**src/rtl/ascon_pkg.sv**
```systemverilog
// Shared types and constants for the Ascon permutation datapath: state widths,
// the 5-bit S-box table and the serial substitution FSM encoding.
package ascon_pkg;

  localparam int ASCON_STATE_W = 320;
  localparam int ASCON_WORD_W  = 64;

  typedef logic [ASCON_WORD_W-1:0] ascon_word_t;

  typedef enum logic [1:0] {
    PS_IDLE = 2'd0,
    PS_RUN  = 2'd1,
    PS_DONE = 2'd2
  } ps_state_e;

  // Index is {x0,x1,x2,x3,x4} of one bit-column, x0 as MSB.
  localparam logic [4:0] ASCON_SBOX [32] = '{
    5'h04, 5'h0B, 5'h1F, 5'h14, 5'h1A, 5'h15, 5'h09, 5'h02,
    5'h1B, 5'h05, 5'h08, 5'h12, 5'h1D, 5'h03, 5'h06, 5'h1C,
    5'h1E, 5'h13, 5'h07, 5'h0E, 5'h00, 5'h0D, 5'h11, 5'h18,
    5'h10, 5'h0C, 5'h01, 5'h19, 5'h16, 5'h0A, 5'h0F, 5'h17
  };

  function automatic logic [4:0] ascon_sbox_lookup(input logic [4:0] x);
    return ASCON_SBOX[x];
  endfunction

endpackage

```
**src/rtl/ascon_sbox5.sv**
```systemverilog
// Combinational 5-bit Ascon S-box for a single bit-column.
module ascon_sbox5
  import ascon_pkg::*;
(
  input  logic [4:0] x,
  output logic [4:0] y
);

  assign y = ascon_sbox_lookup(x);

endmodule

```
**src/rtl/ascon_ps_serial.sv**
```systemverilog
// Serialised Ascon substitution layer: LANES bit-columns of the 320-bit state
// are substituted per cycle. Build with ASCON_PS_ZEROIZE_EN defined to clear the
// state register when the result is handed off.
//
// Handshake rule for both ports: a transfer happens on the rising edge where
// valid and ready are both 1; in_ready and out_valid are decoded from the FSM
// register only, so neither depends combinationally on the opposite signal.
module ascon_ps_serial
  import ascon_pkg::*;
#(
  parameter int LANES = 8
) (
  input  logic                     clk,
  input  logic                     rst_n,
  input  logic                     in_valid,
  output logic                     in_ready,
  input  logic [ASCON_STATE_W-1:0] in_state,
  output logic                     out_valid,
  input  logic                     out_ready,
  output logic [ASCON_STATE_W-1:0] out_state,
  output logic                     busy,
  output ps_state_e                dbg_state
);

  generate
    if (!(LANES == 1 || LANES == 2 || LANES == 4 || LANES == 8 ||
          LANES == 16 || LANES == 32 || LANES == 64)) begin : g_bad_lanes
      $error("ascon_ps_serial: LANES must be a power of two from 1 to 64");
    end
  endgenerate

  localparam int STEPS = ASCON_WORD_W / LANES;
  localparam int CNT_W = (STEPS > 1) ? $clog2(STEPS) : 1;
  localparam logic [CNT_W-1:0] CNT_LAST = CNT_W'(STEPS - 1);

  ps_state_e                state_q, state_d;
  logic [CNT_W-1:0]         cnt_q;
  logic [ASCON_STATE_W-1:0] state_reg_q;
  logic [ASCON_STATE_W-1:0] state_sub;
  logic [5:0]               base;

  ascon_word_t w    [5];
  ascon_word_t nw   [5];
  logic [4:0]  sb_x [LANES];
  logic [4:0]  sb_y [LANES];

  // Word 0 (x0) sits in the top 64 bits of the packed state.
  for (genvar k = 0; k < 5; k++) begin : g_words
    assign w[k] = state_reg_q[ASCON_STATE_W-1-ASCON_WORD_W*k -: ASCON_WORD_W];
  end

  // First column handled this cycle; never exceeds 64-LANES.
  assign base = 6'(int'(cnt_q) * LANES);

  always_comb begin
    for (int j = 0; j < LANES; j++) begin
      sb_x[j] = {w[0][base + 6'(j)], w[1][base + 6'(j)], w[2][base + 6'(j)],
                 w[3][base + 6'(j)], w[4][base + 6'(j)]};
    end
  end

  for (genvar j = 0; j < LANES; j++) begin : g_lane
    ascon_sbox5 u_sbox (
      .x (sb_x[j]),
      .y (sb_y[j])
    );
  end

  always_comb begin
    for (int k = 0; k < 5; k++) begin
      nw[k] = w[k];
    end
    for (int j = 0; j < LANES; j++) begin
      for (int k = 0; k < 5; k++) begin
        nw[k][base + 6'(j)] = sb_y[j][4-k];
      end
    end
    state_sub = {nw[0], nw[1], nw[2], nw[3], nw[4]};
  end

  always_comb begin
    state_d   = state_q;
    in_ready  = 1'b0;
    out_valid = 1'b0;
    busy      = 1'b0;
    case (state_q)
      PS_IDLE: begin
        in_ready = 1'b1;
        if (in_valid) state_d = PS_RUN;
      end
      PS_RUN: begin
        busy = 1'b1;
        if (cnt_q == CNT_LAST) state_d = PS_DONE;
      end
      PS_DONE: begin
        busy      = 1'b1;
        out_valid = 1'b1;
        if (out_ready) state_d = PS_IDLE;
      end
      default: state_d = PS_IDLE;
    endcase
  end

  always_ff @(posedge clk or negedge rst_n) begin
    if (!rst_n) begin
      state_q <= PS_IDLE;
    end else begin
      state_q <= state_d;
    end
  end

  always_ff @(posedge clk or negedge rst_n) begin
    if (!rst_n) begin
      cnt_q       <= '0;
      state_reg_q <= '0;
    end else begin
      case (state_q)
        PS_IDLE: begin
          if (in_valid) begin
            state_reg_q <= in_state;
            cnt_q       <= '0;
          end
        end
        PS_RUN: begin
          state_reg_q <= state_sub;
          // Counter parks on the last slice rather than wrapping.
          if (cnt_q != CNT_LAST) cnt_q <= cnt_q + 1'b1;
        end
        PS_DONE: begin
`ifdef ASCON_PS_ZEROIZE_EN
          if (out_ready) state_reg_q <= '0;
`endif
        end
        default: ;
      endcase
    end
  end

  assign out_state = state_reg_q;
  assign dbg_state = state_q;

endmodule

```
**config.mk**
```make
export PLATFORM = sky130hd
export DESIGN_NAME = ascon_ps_serial
export DESIGN_NICKNAME = d
export VERILOG_FILES = /design/src/rtl/ascon_pkg.sv /design/src/rtl/ascon_sbox5.sv /design/src/rtl/ascon_ps_serial.sv
export SDC_FILE = /design/constraint.sdc
export NUM_CORES = 1
export LEC_CHECK = 0
export BUFFER_PORTS_ARGS = -buffer_cell sky130_fd_sc_hd__buf_2
export CAP_MARGIN = 40
export CORE_AREA = 2 2 256 258
export CTS_CLUSTER_DIAMETER = 60
export CTS_CLUSTER_SIZE = 24
export DETAILED_ROUTE_END_ITERATION = 10
export DIE_AREA = 0 0 258 260
export PLACE_DENSITY = 0.54
export SLEW_MARGIN = 0
export SYNTH_ARGS = -nofsm -noshare
export SYNTH_HDL_FRONTEND = slang
export SYNTH_SLANG_ARGS = --single-unit
```
**constraint.sdc**
```tcl
create_clock -name clk -period 4.6 [get_ports clk]
set_clock_uncertainty 0.15 [all_clocks]
set_input_delay 0.23 -clock clk [delete_from_list [all_inputs] [get_ports clk]]
set_output_delay 0.23 -clock clk [all_outputs]
set_load 0.05 [all_outputs]
```
Word level (Yosys, flattened, before mapping)
Memories as Yosys holds them, arrays and structs flattened. Index checks and enable logic that the tools add are counted.

Bits in registers: 325. Latch bits: 0. RAM bits: 0. Bits in read-only memories: 1280. Output and inout port bits: 325. Memories: 8.

Memories: (no name shown) (words 32, width 5, read ports 1, clocked after memory_dff 0, wr ports 0, line ascon_pkg.sv:25) `return ASCON_SBOX[x];`; (no name shown) (words 32, width 5, read ports 1, clocked after memory_dff 0, wr ports 0, line ascon_pkg.sv:25); (no name shown) (words 32, width 5, read ports 1, clocked after memory_dff 0, wr ports 0, line ascon_pkg.sv:25); (no name shown) (words 32, width 5, read ports 1, clocked after memory_dff 0, wr ports 0, line ascon_pkg.sv:25); (no name shown) (words 32, width 5, read ports 1, clocked after memory_dff 0, wr ports 0, line ascon_pkg.sv:25); (no name shown) (words 32, width 5, read ports 1, clocked after memory_dff 0, wr ports 0, line ascon_pkg.sv:25); +2 memories.

$add $sub $neg: 8. Multipliers: 0. Divide/modulo/power cells: 0. Order comparisons: 24. Equal/unequal tests: 8. Shift-type cells: 0. Multiplexer cells: 164. Bitwise logic cells: 8. Reduce and logical (&&, ||, !) cells: 14.

Operators by type and width (count): bitwise mux 64 bit (40); case mux 320 bit (2 select lines) (1); two-way mux 320 bit (1); binary-select mux 1 bit (select 6 bit) (35); two-way mux 5 bit (16); < comparator 6 x 7 -> 1 bit (second input constant) (8); two-way mux 1 bit (51); >= comparator 6 x 1 -> 1 bit (second input constant) (8); >= comparator 6 bit (second input constant) (8); NOT 5 -> 6 bit (8); demux 1 bit (select 6 bit) (7); adder 6 x 3 -> 6 bit (second input constant) (4); binary-select mux 1 bit (select 3 bit) (5); adder 6 x 2 -> 6 bit (second input constant) (2); logical AND 1 bit (8); inequality test 2 bit (second input constant) (4); adder 6 x 1 -> 6 bit (second input constant) (1); two-way mux 2 bit (3); two-way mux 3 bit (2); case mux 2 bit (3 select lines) (1); case mux 3 bit (2 select lines) (1); AND reduction 3 bit (2); adder 3 x 1 -> 3 bit (second input constant) (1); demux 1 bit (select 3 bit) (1); 8 further kinds (8).

Logic depth before layout (Yosys ltp)
Gate-level depths: netlist of the first run.

Word-level depth: 15. Mapped depth: 16. Depth with buffers taken out: 12.

Hierarchy
Synthesis of the first run repeated with hierarchy kept, for this count alone.

Cells, all modules: 1518. Area total of the unflattened synthesis: 19653.8 µm².

By module, submodules not included: ascon_ps_serial (times used 1, cells an instance 1315, area each 18341.3 µm², seq. area each 8132.8 µm²); ascon_sbox5 at g_lane[0].u_sbox ... (times used 7, cells an instance 26, area each 165.2 µm², seq. area each 0.0 µm²); ascon_sbox5 at g_lane[1].u_sbox (times used 1, cells an instance 21, area each 156.4 µm², seq. area each 0.0 µm²).

Worst setup path after synthesis of the first run
Ideal clock, no wire load.

Path type: flip-flop to flip-flop. Start point: reg state_q[0] (netlist: dbg_state[0]). End point: reg state_reg_q[233] (netlist: out_state[233]). Library setup time: 0.096 ns. Arrival time: 2.991 ns. Required time: 4.354 ns. Path slack: 1.363 ns. Cell stages (with the launch flop): 11. Path buffers: 3. Cell sequence: dfrtp_1 > inv_1 > ha_1 > nor2b_1 > or2_2 > clkbuf_1 > nor2_1 > clkbuf_1 > clkbuf_1 > a221oi_1 > o31ai_1.

Word-level cells in the longest chain between the ends: 3. Elaborated cells on any way between the ends: 6. Those cells by class: 2 x eq/ne; 1 x mux; 3 x reduce/logical.

RTL lines: start: declaration (line ascon_ps_serial.sv:36) `ps_state_e state_q, state_d;`; start signal: assignment (line ascon_ps_serial.sv:108) `state_q <= state_d;`; == test 2 x 1 -> 1 bit / logical NOT 2 bit (equally long branches) (line ascon_ps_serial.sv:117) `case (state_q)`; nonzero test 2 bit (no source line) / inequality test 2 bit (equally long branches); AND reduction 2 bit (no source line); end signal: assignment (line ascon_ps_serial.sv:120) `state_reg_q <= in_state;`; end signal: assignment (line ascon_ps_serial.sv:125) `state_reg_q <= state_sub;`; end: declaration (line ascon_ps_serial.sv:38) `logic [ASCON_STATE_W-1:0] state_reg_q;`.

Parallel ways exist; a longest one is shown, timed or not. A chain may end at the register's enable or synchronous reset.

Worst setup path after layout of the first run
Start point: reg cnt_q[2]. End point: reg state_reg_q[199] (netlist: out_state[199]).

Word-level cells in the longest chain between the ends: 15. Elaborated cells on any way between the ends: 163. Those cells by class: 7 x add/sub; 14 x order compare; 119 x mux; 8 x bitwise; 7 x reduce/logical; 8 x memory.

RTL lines: start: declaration (line ascon_ps_serial.sv:37) `logic [CNT_W-1:0] cnt_q;`; start signal: assignment (line ascon_ps_serial.sv:127) `if (cnt_q != CNT_LAST) cnt_q <= cnt_q + 1'b1;`; adder 6 x 1 -> 6 bit, or another cell as far along (line ascon_ps_serial.sv:57, ascon_ps_serial.sv:58, ascon_ps_serial.sv:75); binary-select mux 1 bit (select 6 bit), or another cell as far along (line ascon_ps_serial.sv:58) `w[3][base + 6'(j)], w[4][base + 6'(j)]};`; two-way mux 1 bit (not written as such), or another cell as far along (line ascon_ps_serial.sv:58); NOT 5 -> 6 bit (not written as such) / memory read (32 x 5 bit) (equally long branches); memory read (32 x 5 bit) / two-way mux 5 bit (equally long branches); two-way mux 5 bit (not written as such) (line ascon_pkg.sv:25); two-way mux 5 bit (not written as such) / bitwise mux 64 bit (equally long branches) (line ascon_pkg.sv:25, ascon_ps_serial.sv:75); bitwise mux 64 bit (6 in a row) (line ascon_ps_serial.sv:75) `nw[k][base + 6'(j)] = sb_y[j][4-k];`; bitwise mux 64 bit * (line ascon_ps_serial.sv:75); case mux 320 bit (2 select lines) * (line ascon_ps_serial.sv:117).

Every way passes the cells marked *; elsewhere a longest branch is shown, timed or not. The select of a mux whose other input is x is not followed.

==> results of run 1 <==
==> per-layer routing <==
layer | global-route usage (%) | share of wire, % | vias to the layer above | wire length, um
li1 | - | - | 9828 | -
met1 | 44.6 | 40 | 11781 | 47600
met2 | 57.5 | 48 | 1535 | 57300
met3 | 6.33 | 8.9 | 232 | 10600
met4 | 12.9 | 3.7 | 4 | 4470
met5 | 0 | 0.055 | - | 66
==> worst reg2reg max path: stages, from the launching register on <==
cell	delay (ns)
dfrtp_4	0.63
buf_12	0.36
mux2_1	0.58
a221oi_2	0.53
a21oi_1	0.17
a221o_1	0.45
ha_1	0.46
mux2i_4	0.31
xor2_4	0.45
o21ai_2	0.09
==> repair_timing <==
action,in CTS,in global routing
hold endpoints to repair,413,0
hold buffers,323,0
endpoints found under the setup margin,0,0
==> state kept, by name, summed over array words and instances, names as in the netlist <==
name and count:
out_state 320, cnt_q 3, dbg_state 2
==> cell type report <==
cell class              instances  share of cell area (%)
inverters                      27                   0.353
clock buffers                  43                    3.45
repair buffers               1056                    25.6
diodes                          6                  0.0523
well taps                     855                    3.73
clock inverters                24                    1.20
flip-flops and latches        325                    28.4
multi-input cells            1475                    37.2
==> cells in the mapped netlist, types with 10 or more instances <==
cell type	instances	share of area, %
inv_1	24	0.46
mux4_2	36	4.1
nand2_1	100	1.9
ha_1	21	1.3
dfrtp_1	325	41
nor2b_1	11	0.35
a221o_1	13	0.66
a221oi_1	207	9.2
buf_4	10	0.38
mux2_2	24	1.4
clkbuf_1	160	3.0
a21oi_1	135	3.4
mux2i_1	31	1.6
a31oi_1	12	0.38
and3_1	187	5.9
buf_6	10	0.57
xnor2_1	24	1.1
o21ai_0	212	5.4
nor2_1	60	1.1
nand3_1	41	1.0
o221ai_1	77	3.4
o21ai_1	15	0.38
o22ai_1	53	1.7
or3_1	70	2.2
==> logic make-up (layout without fill, tap and decap cells) <==
kind of cell	count (synthesis)	after routing	share of synthesized area, %
AO/OA/AOI/OAI	796	796	27.7
XOR/XNOR	37	37	1.99
adder cells (fa/ha/maj)	29	29	1.75
buffers and inverters	223	1150	5.04
flip-flops	325	325	41.2
multiplexers	108	108	8.53
other	0	6	0
AND/OR/NAND/NOR	505	505	13.8
==> path summary, 6_finish.rpt <==
path                                        to  slack, ns
worst max-delay path            out_state[199]       0.28
worst min-delay path             out_state[80]       0.15
worst max register to register  out_state[199]       0.28
worst min register to register  out_state[179]       0.40
max in group asynchronous       out_state[262]       2.90
min in group clk                out_state[161]       0.29
==> per-stage QoR <==
| stage | util [%] | setup slack [ns] | cell area [sq um] | hold WS, ns |
|---|---|---|---|---|
| after floorplan | - | 1.36 | 19700 | -0.216 |
| after global placement | 37.4 | 0.360 | 24000 | 0.182 |
| after detailed placement | 37.6 | 0.371 | 24100 | 0.176 |
| after CTS | 44.7 | 0.361 | 28700 | 0.177 |
| after global routing | 44.7 | 0.182 | 28700 | 0.214 |
| final | 44.7 | 0.280 | 28700 | 0.147 |
==> flow_summary.ini, run 1 <==
[status]
status = finished clean

[global_route]
track_usage_pct = 34.5
gr-total-overflow = 0
grt_pass1_vias = 22994
antenna_found_initial = 6
grt_pass1_wl_um = 169000
grt_max_degree = 166

[synthesis]
synth_edf_count = 0
ys_seq_elements = 325
netlist_area_sq_um = 19700
syn-num-nets = 2368
ys_seq_area_share_pct = 41.2
avgSynthCellArea_sq_um = 9.75
synthArstFlopShare_pct = 100
yosysWarnings = 0
syn_inst = 2023
ys_types = 73
synth_ff_type = dfrtp_1

[clock_tree]
cts_root_buf = clkbuf_16
cts_buffers = 37
post_cts_resize_count = 0
cts.clk_slew.worst_paths_ns = 0.07
clock-sinks = 325
insertion_delay_ns = 0.58
cts.path.max_buffers = 3
cts_tree = done
cts_setup_buffers = 0
cts-htree-levels = 2

[die]
io_pins = 649
core_area_sq_um = 64100
initial_core_util_pct = 30.8
die_w_um = 258
die_h_um = 260
rows = 93
die_area_sq_um = 67100

[sta]
period_share_pct = 93.9
finalSetupViolCount = 0
tns_ns = 0
timing.slew.headroom_pct = 39.4
fmax_ghz = 0.231
rsz0062_at_grt = no
period_minus_slack_ns = 4.32
worstMarginPinSlew_ns = 0.907
report.final.slew_viol_count = 0
finalHoldViolCount = 0

[route]
avgViaCountPerCell = 6.13
drtIter0Drc = 2800
dr.pass1.iters = 6
routedWlPerCell_um = 31.5
num_vias = 23380
drc = 0
ant_nets = 0
routed_wl_um = 120000

[placed_design]
portBuffers = 648
place_congestion = 0.926
dpl.hpwl_um = 86700
placedCellCount = 3415

[setup_path]
end_kind = flop
cp.depth = 9
slowest_stage = dfrtp_4
r2r_start = cnt_q[2]
worstPathRequired_ns = 4.89
start_kind = flop
crit_buf_inv = 1
r2r_cells = 9
cp.arrival_ns = 4.61
path_class = flop to flop
critPathTopFamily = compound AO/OA/AOI/OAI gates
crit_fanout = 52
critPathMaxStageDelay_ns = 0.63
path_cells = buf_12 -> mux2_1 -> a221oi_2 -> a21oi_1 -> a221o_1 -> ha_1 -> mux2i_4 -> xor2_4 -> o21ai_2
startpoint = cnt_q[2]

[finish]
mostFrequentLayoutCells = buf_2, dlygate4sd3_1, dfrtp_1
fillers = 6213
drive_gt1_share_pct = 31.1
area_growth_pct = 45.4
finalNonFillerCells = 3811
final_common_cell = buf_2
seq_area_sq_um = 8140
final_nets = 3267
multi_input_area_sq_um = 10700

[hold_path]
min_path_type = input port to asynchronous set/reset pin

[run]
drv_cap = 0
Power of run 1 is not shown: default switching activity piles up to over one toggle a cycle in this logic, so the estimate is an artifact.
==> inputs of run 2 (changes only) <==
--- a/config.mk
+++ b/config.mk
@@ -7,13 +7,14 @@
 export LEC_CHECK = 0
 export BUFFER_PORTS_ARGS = -buffer_cell sky130_fd_sc_hd__buf_2
 export CAP_MARGIN = 40
-export CORE_AREA = 2 2 256 258
+export CORE_AREA = 2 2 255 257
 export CTS_CLUSTER_DIAMETER = 60
 export CTS_CLUSTER_SIZE = 24
 export DETAILED_ROUTE_END_ITERATION = 10
-export DIE_AREA = 0 0 258 260
+export DIE_AREA = 0 0 257 259
 export PLACE_DENSITY = 0.54
 export SLEW_MARGIN = 0
 export SYNTH_ARGS = -nofsm -noshare
 export SYNTH_HDL_FRONTEND = slang
+export SYNTH_HIERARCHICAL = 1
 export SYNTH_SLANG_ARGS = --single-unit
==> run 2 against run 1 <==
Effect of this change:
- register-to-register slack better by 0.09 ns
- non-clock buffer count decreased by 37
- fmax rose by 2.2%
- worst hold slack got worse by 0.058 ns
- synthesized cell count fell by 25%
- core utilization shrank 0.44 points
==> flow_summary.ini, run 2 <==
[synthesis]
netlist_area_sq_um = 19700
yosysTopAreaCell = dfrtp_1
synth_fa_ha_area_share_pct = 1.34
synth_area_leaders = dfrtp_1, mux2_2, o2bb2ai_1
synth-xor-area-share_pct = 1.51
synthArstFlopShare_pct = 100
syn-num-nets = 1863
synth_mux_area_share_pct = 30.7
synth_top_family_by_area = multiplexers
ys_types = 42
yosysWarnings = 6
netlist.area_leader.share_pct = 41.4
netlist_top_cells_count = dfrtp_1, o2bb2ai_1, mux2_2
synth_compound_area_share_pct = 16.7
synthSimpleGateAreaFrac_pct = 3.74
syn_inst = 1518
ys_seq_area_share_pct = 41.4
synth_ff_type = dfrtp_1
synth_edf_count = 0
synth_most_common_cell = dfrtp_1
ys_seq_elements = 325
avgSynthCellArea_sq_um = 12.9

[global_route]
use_met3_pct = 4.62
grt_use_met1_pct = 34.8
grt_max_degree = 134
gr-total-overflow = 0
antenna_found_initial = 2
grt_pass1_wl_um = 135000
track_usage_pct = 27.4
grt_pass1_vias = 19347
grt_busiest_layer = met2
met2_usage_pct = 46.4

[clock_tree]
cts_tree = done
cts_buffers = 39
cts-htree-levels = 2
post_cts_resize_count = 0
cts.clk_slew.worst_paths_ns = 0.06
cts_root_buf = clkbuf_16
cts_setup_buffers = 0
cts.path.max_buffers = 3
clock-sinks = 325
cts_hold_buf = 323
insertion_delay_ns = 0.57

[route]
dr.pass1.iters = 5
drc = 0
ant_nets = 0
routed_wl_um = 93700
num_vias = 18279
avgViaCountPerCell = 5.51
routedWlPerCell_um = 28.2
drtIter0Drc = 1415

[finish]
drive_gt1_share_pct = 49.1
largest_reg_flops = 320
mostFrequentLayoutCells = buf_2, dlygate4sd3_1, dfrtp_1
diodes = 0
final_nets = 2780
area_growth_pct = 44.0
fillers = 5940
seq_area_sq_um = 8140
final_common_cell = buf_2
multi_input_area_sq_um = 10600

[setup_path]
crit_fanout = 28
path_cells = buf_12 -> buf_12 -> mux4_2 -> mux2_2 -> xor2_1 -> o21ai_0 -> nand2_1 -> o2bb2ai_1 -> mux2_2
start_kind = flop
slowest_stage = dfrtp_4
critPathMaxStageDelay_ns = 0.70
r2r_cells = 9
path_class = flop to flop
cp.arrival_ns = 4.57
worstPathRequired_ns = 4.94
end_kind = flop

[die]
rows = 93
die_w_um = 257
io_pins = 649
die_h_um = 259
core_area_sq_um = 63900
initial_core_util_pct = 30.8
die_area_sq_um = 66600

[sta]
period_minus_slack_ns = 4.23
timing.slew.headroom_pct = 36.0
period_share_pct = 91.9
finalSetupViolCount = 0
rsz0062_at_grt = no
fmax_ghz = 0.236
worstMarginPinSlew_ns = 0.960
report.final.slew_viol_count = 0
tns_ns = 0
finalHoldViolCount = 0

[placed_design]
place_congestion = 0.885
portBuffers = 648
dpl.hpwl_um = 62100

[run]
drv_cap = 0

[hold_path]
min_path_type = input port to asynchronous set/reset pin

[status]
status = finished clean
==> run 2: changes by cell type after synthesis, sizes merged, moves of 42 or more <==
cell,change
or3,-62
clkbuf,-88
o221ai,-76
mux2,+334
and3,-186
o2bb2ai,+313
a21oi,-125
nor2,-46
o22ai,-54
mux4,+42
o21ai,-199
a221oi,-209
==> run 2: path summary, 6_finish.rpt <==
| check | start | end | slack (ns) |
|---|---|---|---|
| max in group asynchronous | rst_n | out_state[145] | 2.98 |
| min in group clk | out_state[158] | out_state[158] | 0.37 |
| worst min-delay path | rst_n | out_state[193] | 0.09 |
| worst max register to register | cnt_q[0] | out_state[146] | 0.37 |
| worst max-delay path | cnt_q[0] | out_state[146] | 0.37 |
| worst min register to register | out_state[158] | out_state[158] | 0.37 |
==> run 2: metal layers <==
layer	wire length (um)	up-vias
met5	0	-
met4	3820	0
met3	5680	236
met2	45600	920
met1	38600	9374
li1	-	7749
==> run 2: critical path, delay by kind of cell (launching register included) <==
family / cells / cell delay [ns]
AOI/OAI and AO/OA: 2 / 0.88
muxes: 3 / 1.15
xor gates and xnor gates: 1 / 0.23
buffers and inverters: 2 / 0.57
DFF: 1 / 0.70
and+or+nand+nor: 1 / 0.44
==> run 2: cell type report <==
class                      count  area share (%)
clock buffer                  43            3.69
clock inverter                27            1.22
inverter                      12           0.186
multi-input combinational   1038            37.6
sequential                   325            28.8
tap                          855            3.78
timing repair buffer        1019            24.8
==> run 2: per-stage QoR <==
| step | setup slack, ns | instance area (sq um) | std cells | hold slack [ns] | utilization (%) |
|---|---|---|---|---|---|
| finish | 0.371 | 28300 | 3319 | 0.0892 | 44.3 |
| global route | 0.115 | 28300 | 3319 | 0.167 | 44.3 |
| CTS | 0.229 | 28300 | 3319 | 0.139 | 44.3 |
| detailed placement | 0.245 | 23700 | 2926 | 0.158 | 37.1 |
| global placement | 0.292 | 23700 | 2926 | 0.166 | 37.1 |
| floorplan | 1.32 | 19700 | 1518 | -0.216 | - |
==> run 2: cells by family after synthesis <==
logic type               Yosys count
adder cells (fa/ha/maj)           21
flip-flops                       325
XOR/XNOR                          33
multiplexers                     448
buffers and inverters            155
AND/OR/NAND/NOR                  152
AO/OA/AOI/OAI                    384
Power of run 2 is left out for the same reason.
==> inputs of run 3 (changes only) <==
--- a/config.mk
+++ b/config.mk
@@ -7,12 +7,12 @@
 export LEC_CHECK = 0
 export BUFFER_PORTS_ARGS = -buffer_cell sky130_fd_sc_hd__buf_2
 export CAP_MARGIN = 40
-export CORE_AREA = 2 2 255 257
+export CORE_AREA = 2 2 252 254
 export CTS_CLUSTER_DIAMETER = 60
 export CTS_CLUSTER_SIZE = 24
 export DETAILED_ROUTE_END_ITERATION = 10
-export DIE_AREA = 0 0 257 259
-export PLACE_DENSITY = 0.54
+export DIE_AREA = 0 0 254 256
+export PLACE_DENSITY = 0.55
 export SLEW_MARGIN = 0
 export SYNTH_ARGS = -nofsm -noshare
 export SYNTH_HDL_FRONTEND = slang
==> run 3 against run 2 <==
Effect of this change:
- fmax up 4.0%
- cell area down 0.76%
- critical path depth up 1
- non-clock buffer count unchanged
- critical path type unchanged
- highest routed layer is now met5
==> flow_summary.ini, run 3 (same netlist as run 2, synthesis figures left out) <==
[global_route]
track_usage_pct = 27.6
antenna_found_initial = 1
grt_max_degree = 130
grt_pass1_wl_um = 131000
gr-total-overflow = 0
grt_pass1_vias = 19232

[setup_path]
start_kind = flop
crit_fanout = 16
worstPathRequired_ns = 4.89
r2r-end = out_state[221]
path_class = flop to flop
r2r_setup_slack_ns = 0.54
r2r_cells = 10
r2r_start = cnt_q[0]
end_kind = flop
cp.arrival_ns = 4.35

[route]
drtIter0Drc = 1235
avgViaCountPerCell = 5.53
routed_wl_um = 92500
dr.pass1.iters = 5
drc = 0
routedWlPerCell_um = 28.0
num_vias = 18296
ant_nets = 0

[run]
drv_cap = 0

[finish]
final_common_cell = buf_2
final_nets = 2777
area_growth_pct = 42.9
diodes = 0
mostFrequentLayoutCells = buf_2, dlygate4sd3_1, dfrtp_1
largest_reg_flops = 320
fillers = 5778
drive_gt1_share_pct = 49.0
seq_area_sq_um = 8140
multi_input_area_sq_um = 10600

[die]
die_w_um = 254
die_area_sq_um = 65000
die_h_um = 256
initial_core_util_pct = 31.5
rows = 92
core_area_sq_um = 62400
io_pins = 649

[placed_design]
portBuffers = 648
dpl.hpwl_um = 61400
place_congestion = 0.880

[clock_tree]
post_cts_resize_count = 0
insertion_delay_ns = 0.57
cts_setup_buffers = 0
cts_root_buf = clkbuf_16
cts_tree = done
cts.clk_slew.worst_paths_ns = 0.07
cts_buffers = 36
cts.path.max_buffers = 3
cts-htree-levels = 2
clock-sinks = 325

[sta]
period_share_pct = 88.4
finalSetupViolCount = 0
finalHoldViolCount = 0
timing.slew.headroom_pct = 37.0
rsz0062_at_grt = no
report.final.slew_viol_count = 0
hold_ws_ns = 0.207
fmax_ghz = 0.246
period_minus_slack_ns = 4.06
tns_ns = 0
worstMarginPinSlew_ns = 0.945

[hold_path]
min_path_type = input port to asynchronous set/reset pin

[status]
status = finished clean
run 3: changes by cell type in the layout (fill, tap and decap cells not counted), sizes merged:
cell,change
inv,-3
clkbuf,-4
clkinvlp,+3
clkinv,+1
bufinv,-1
run 3: timing repair:
item,in CTS,in global routing
hold endpoints to repair,425,0
hold buffers,323,0
endpoints found under the setup margin,0,0
run 3: cell type report:
class | instances | share of cell area, %
tap | 846 | 3.77
sequential | 325 | 29.0
clock buffer | 39 | 3.36
clock inverter | 27 | 1.13
inverter | 12 | 0.187
multi-input combinational | 1038 | 37.9
timing repair buffer | 1019 | 24.7
run 3: critical path: stages, from the launching register on:
cell       delay [ns]
dfrtp_4          0.68
buf_12           0.24
mux4_2           0.52
mux2_2           0.34
ha_1             0.36
and2_1           0.18
o21ai_0          0.14
o2111ai_1        0.38
nand2_1          0.47
o2bb2ai_1        0.13
mux2_1           0.32
run 3: worst max-delay path by stage:
stage / from / endpoint / slack (ns) / cells after the start
2_1_floorplan: cnt_q[0] / out_state[215] / 1.32 / 12
3_3_place_gp: cnt_q[0] / out_state[221] / 0.57 / 10
3_5_place_dp: cnt_q[0] / out_state[221] / 0.59 / 10
4_1_cts: cnt_q[0] / out_state[221] / 0.58 / 10
5_1_grt: cnt_q[0] / out_state[221] / 0.31 / 10
6_report: cnt_q[0] / out_state[221] / 0.54 / 10
run 3: layer usage:
| metal | track usage (%) | share of wire [%] |
|---|---|---|
| met2 | 46.2 | 49 |
| met1 | 33.7 | 39 |
| met4 | 13.1 | 4.7 |
| met5 | 0 | 0.0097 |
| met3 | 5.95 | 7.3 |
run 3: through the flow:
step	cell area [sq um]	util [%]	setup WS, ns	std cells
floorplan	19700	-	1.32	1518
detailed placement	23600	37.8	0.589	2917
CTS	28100	45.0	0.579	3306
finish	28100	45.0	0.535	3306
global route	28100	45.0	0.311	3306
global placement	23600	37.8	0.567	2917
Power of run 3 is left out for the same reason.
